==> src/rtl/scrambled_transmitter.sv <==
// Serial transmitter: one-word holding register, MSB-first serialiser, XORed with a 3-bit LFSR
// keystream. All-ones preamble before the first frame after reset, zero gaps between frames.
module scrambled_transmitter #(
  parameter int unsigned DATA_W  = 10,
  parameter int unsigned PRE_LEN = 4,
  parameter int unsigned GAP_LEN = 4
) (
  input  logic              CLK,
  input  logic              RSTN,
  input  logic              BIT_EN,
  input  logic [DATA_W-1:0] DIN,
  input  logic              DIN_VALID,
  output logic              DIN_READY,
  output logic              SOUT,
  output logic              BUSY,
  output logic              UNDERRUN
);

  localparam int unsigned MaxPd  = (DATA_W > PRE_LEN) ? DATA_W : PRE_LEN;
  localparam int unsigned MaxLen = (MaxPd > GAP_LEN) ? MaxPd : GAP_LEN;
  localparam int unsigned CntW   = $clog2(MaxLen + 1);

  localparam logic [CntW-1:0] PreLast  = CntW'(PRE_LEN - 1);
  localparam logic [CntW-1:0] DataLast = CntW'(DATA_W - 1);
  localparam logic [CntW-1:0] GapLast  = CntW'(GAP_LEN - 1);

  typedef enum logic [1:0] {StIdle, StPre, StPay, StGap} state_e;

  state_e            state_q, state_d;
  logic [CntW-1:0]   cnt_q, cnt_d;
  logic [2:0]        lfsr_q, lfsr_d;
  logic [DATA_W-1:0] shreg_q, shreg_d;
  logic [DATA_W-1:0] hold_q, hold_d;
  logic              hold_full_q, hold_full_d;
  logic              sout_q, sout_d;
  logic              busy_q, busy_d;
  logic              underrun_q, underrun_d;

  logic [2:0]        lfsr_step;
  logic              key;
  logic              load;
  logic [DATA_W-1:0] load_word;

  always_comb begin
    lfsr_step   = {lfsr_q[1:0], lfsr_q[0] ^ lfsr_q[2]};
    key         = lfsr_step[2];
    state_d     = state_q;
    cnt_d       = cnt_q;
    lfsr_d      = lfsr_q;
    shreg_d     = shreg_q;
    hold_d      = hold_q;
    hold_full_d = hold_full_q;
    sout_d      = sout_q;
    underrun_d  = 1'b0;
    load        = 1'b0;
    load_word   = '0;

    if (BIT_EN) begin
      unique case (state_q)
        StIdle: begin
          if (hold_full_q) begin
            state_d = StPre;
            cnt_d   = '0;
            sout_d  = 1'b1;
          end else begin
            sout_d = 1'b0;
          end
        end
        StPre: begin
          if (cnt_q == PreLast) begin
            load = 1'b1;
          end else begin
            cnt_d  = cnt_q + 1'b1;
            sout_d = 1'b1;
          end
        end
        StPay: begin
          if (cnt_q == DataLast) begin
            state_d = StGap;
            cnt_d   = '0;
            sout_d  = 1'b0;
          end else begin
            shreg_d = shreg_q << 1;
            sout_d  = shreg_q[DATA_W-2] ^ key;
            lfsr_d  = lfsr_step;
            cnt_d   = cnt_q + 1'b1;
          end
        end
        StGap: begin
          if (cnt_q == GapLast) begin
            load       = 1'b1;
            underrun_d = !hold_full_q;
          end else begin
            cnt_d  = cnt_q + 1'b1;
            sout_d = 1'b0;
          end
        end
        default: state_d = StIdle;
      endcase
    end

    // Payload start: an empty holding register sends scrambled zeros instead.
    if (load) begin
      load_word   = hold_full_q ? hold_q : '0;
      state_d     = StPay;
      cnt_d       = '0;
      shreg_d     = load_word;
      sout_d      = load_word[DATA_W-1] ^ key;
      lfsr_d      = lfsr_step;
      hold_full_d = 1'b0;
    end

    // Accept is gated by the pre-edge READY, so it never collides with a real consume.
    if (DIN_VALID && !hold_full_q) begin
      hold_d      = DIN;
      hold_full_d = 1'b1;
    end

    busy_d = (state_d != StIdle);
  end

  always_ff @(posedge CLK or negedge RSTN) begin
    if (!RSTN) begin
      state_q     <= StIdle;
      cnt_q       <= '0;
      lfsr_q      <= 3'b111;
      shreg_q     <= '0;
      hold_q      <= '0;
      hold_full_q <= 1'b0;
      sout_q      <= 1'b0;
      busy_q      <= 1'b0;
      underrun_q  <= 1'b0;
    end else begin
      state_q     <= state_d;
      cnt_q       <= cnt_d;
      lfsr_q      <= lfsr_d;
      shreg_q     <= shreg_d;
      hold_q      <= hold_d;
      hold_full_q <= hold_full_d;
      sout_q      <= sout_d;
      busy_q      <= busy_d;
      underrun_q  <= underrun_d;
    end
  end

  assign DIN_READY = !hold_full_q;
  assign SOUT      = sout_q;
  assign BUSY      = busy_q;
  assign UNDERRUN  = underrun_q;

endmodule
==> config.mk <==
export PLATFORM = sky130hd
export DESIGN_NAME = scrambled_transmitter
export DESIGN_NICKNAME = d
export VERILOG_FILES = /design/src/rtl/scrambled_transmitter.sv
export SDC_FILE = /design/constraint.sdc
export NUM_CORES = 1
export LEC_CHECK = 0
export ABC_AREA = 1
export CELL_PAD_IN_SITES_DETAIL_PLACEMENT = 1
export CELL_PAD_IN_SITES_GLOBAL_PLACEMENT = 1
export CORE_ASPECT_RATIO = 0.5
export CORE_MARGIN = 10
export CORE_UTILIZATION = 42
export DETAILED_ROUTE_END_ITERATION = 8
export HOLD_SLACK_MARGIN = 0.05
export PLACE_DENSITY = 0.75
export SKIP_CTS_REPAIR_TIMING = 1
export SLEW_MARGIN = 20
export SYNTH_ARGS = -nofsm -noshare
export SYNTH_HDL_FRONTEND = slang
export SYNTH_SLANG_ARGS = --single-unit
==> constraint.sdc <==
create_clock -name CLK -period 1.8 [get_ports CLK]
set_input_delay 0.36 -clock CLK [delete_from_list [all_inputs] [get_ports CLK]]
set_output_delay 0.36 -clock CLK [all_outputs]
set_load 0.005 [all_outputs]
==> impl_metrics.yaml <==
outcome:
  outcome: "completed"
clock_tree:
  tritoncts.num_buffers: 5
  cts_sinks: 32
  clk_latency_ns: 0.29
  cts_tree: "done"
  clockBufferDepth: 2
  path_clk_slew_ns: 0.07
  htreeDepth: 2
  cts-root-buf: "clkbuf_8"
critical_path:
  critPathArrivalTime_ns: 1.36
  required_ns: 1.44
  path_max_fanout: 5
  start_kind: "register"
  r2r_slack_ns: 0.26
  critical_path_class: "reg -> out"
  cp-end-kind: "primary output"
place:
  hpwl_um: 2720
  port_buffers: 17
  dp_cells: 239
  place_congestion: 0.785
  pre_cts_ws_ns: 0.0543
  postPlaceCellArea_um2: 1790
sta:
  setup_slack_ns: 0.0830
  rsz0062_at_grt: "no"
  post-route-period-util: 0.954
  setup_viol: 0
  max_freq_mhz: 582
  fin_skew_ns: 0.00702
  tightest_slew_ns: 0.420
  hold_viol: 0
  drv_slew: 0
  layout_min_cycle_time_ns: 1.72
  fin_setup_tns_ns: 0
  relSlewSlack: 0.720
cells_and_area:
  final_cell_area_um2: 1880
  drive_above_1_share: 0.194
  final_common_cell: "nand2_1"
  syn_to_final_growth_pct: 22.1
  antenna_cells: 0
  fin_nets: 211
  fin_cells: 247
  mostFrequentLayoutCells: "nand2_1 (58), dfrtp_1 (29), nand3_1 (19)"
  fillers: 414
logic_synthesis:
  synthMuxAreaShare: 0.0731
  synth_xor_area_frac: 0.0171
  yosys_warnings: 0
  syn_nets: 185
  syn_area_per_cell_um2: 9.11
  synth_compound_area_frac: 0.0569
  synthCells: 169
  synth_top_family_by_area: "simple AND/OR/NAND/NOR gates"
  synthAdderAreaFrac: 0.0162
  syn-cell-area_um2: 1540
  synth-simple-area-share: 0.260
  yosysSeqAreaShare: 0.522
  ys_ff_latch: 32
  synth_cell_types: 26
global_route:
  grt_pass1_wl_um: 6340
  use_met1: 0.142
  met3_usage: 0.0329
  busiest_layer: "met2"
  grt_max_degree: 33
  met2_usage: 0.193
  antenna_found_initial: 0
  grt_overflow: 0
  grt_pass1_vias: 1356
  grt_usage: 0.120
power_and_ir_drop:
  clkPwrFrac: 0.216
  leakage_uw: 0.000929
  ir_drop_mv: 0.510
  swShare: 0.357
  seqPwrFrac: 0.452
  net-switching-power_uw: 950
  pwr-share-comb: 0.333
  finalPower_uw: 2660
  internal_power_uw: 1710
  power_density_nw_per_um2: 1420
detailed_routing:
  drc: 0
  ant_nets: 0
  vias_per_cell: 4.96
  dr.pass1.iters: 4
  drt_iter0_markers: 37
  vias: 1225
  wl_per_cell_um: 15.0
  wirelength_um: 3720
floorplanning:
  die-area_um2: 6640
  start_util: 0.444
  rows: 15
  die_h_um: 62.8
  ioPinCount: 18
  core_um2: 3470
  die_width_um: 106
job:
  max_cap_viol_count: 0
hold_path:
  hold_class: "in -> async"
[power by group through the flow]
stage                     combinational (µW)  sequential [µW]  clock [µW]
after global routing                    1010             1240         621
after CTS                                900             1200         593
after global placement                   851             1190           0
after detailed placement                 889             1210           0
after floorplan                          649             1150           0
final                                    885             1200         574
[path summary, 6_finish.rpt]
path,start,to,cells after the start
worst max register to register,cnt_q[0]$_DFFE_PN0P_,shreg_q[5]$_DFFE_PN0P_,8
min in group CLK,shreg_q[4]$_DFFE_PN0P_,shreg_q[4]$_DFFE_PN0P_,2
worst min-delay path,RSTN,hold_q[2]$_DFFE_PN0P_,2
worst max-delay path,hold_full_q$_DFFE_PN0P_,DIN_READY,2
worst min register to register,shreg_q[4]$_DFFE_PN0P_,shreg_q[4]$_DFFE_PN0P_,2
max in group asynchronous,RSTN,lfsr_q[0]$_DFFE_PN1P_,2
[worst max-delay path: stages (launching register included)]
cell,delay (ns)
dfrtp_1,0.39
inv_1,0.15
clkdlybuf4s50_1,0.53
[sequential cells by signal, indices dropped and copies added, names as in the netlist]
register and cells:
hold_q 10, cnt_q 4, hold_full_q 1, shreg_q 9, BUSY 1, SOUT 1
UNDERRUN 1, lfsr_q 3, state_q 2
[cells by family after synthesis]
family / after synthesis
mux: 10
flops: 32
fa+ha+maj: 2
simple gates: 92
compound gates: 13
buf+inv: 17
xor+xnor: 3
[area by class of cell]
class / instances / area [µm²] / area share
timing repair buffer: 24 / 223 / 0.118
clock buffer: 6 / 82.6 / 0.0439
multi-input combinational: 120 / 652 / 0.347
sequential: 32 / 805 / 0.428
tap: 51 / 63.8 / 0.0339
clock inverter: 2 / 10.0 / 0.00532
inverter: 12 / 45.0 / 0.0240
[cell usage after synthesis (all sizes together)]
cell	count	share of area
mux2	10	0.073
dfstp	3	0.051
nand3b	2	0.0097
o21bai	1	0.0049
o22ai	1	0.0041
inv	12	0.029
a21oi	5	0.016
xnor2	2	0.011
dfrtp	29	0.47
ha	2	0.016
buf	4	0.023
nor2	10	0.036
xor2	1	0.0057
o21ai	6	0.032
nor3	1	0.0032
nand3	19	0.062
nand2	60	0.15
clkbuf	1	0.0024
[layer usage]
layer,vias up,share of wire
met1,607,0.47
met3,4,0.029
met5,-,0
met4,0,0.016
met2,18,0.48
li1,596,-
[per-stage QoR]
stage	utilization	hold WS, ns
floorplan	-	0.0644
finish	0.542	0.489
global placement	0.515	0.465
CTS	0.542	0.492
global route	0.542	0.509
detailed placement	0.515	0.477
Power figures use the tool's default switching activity.
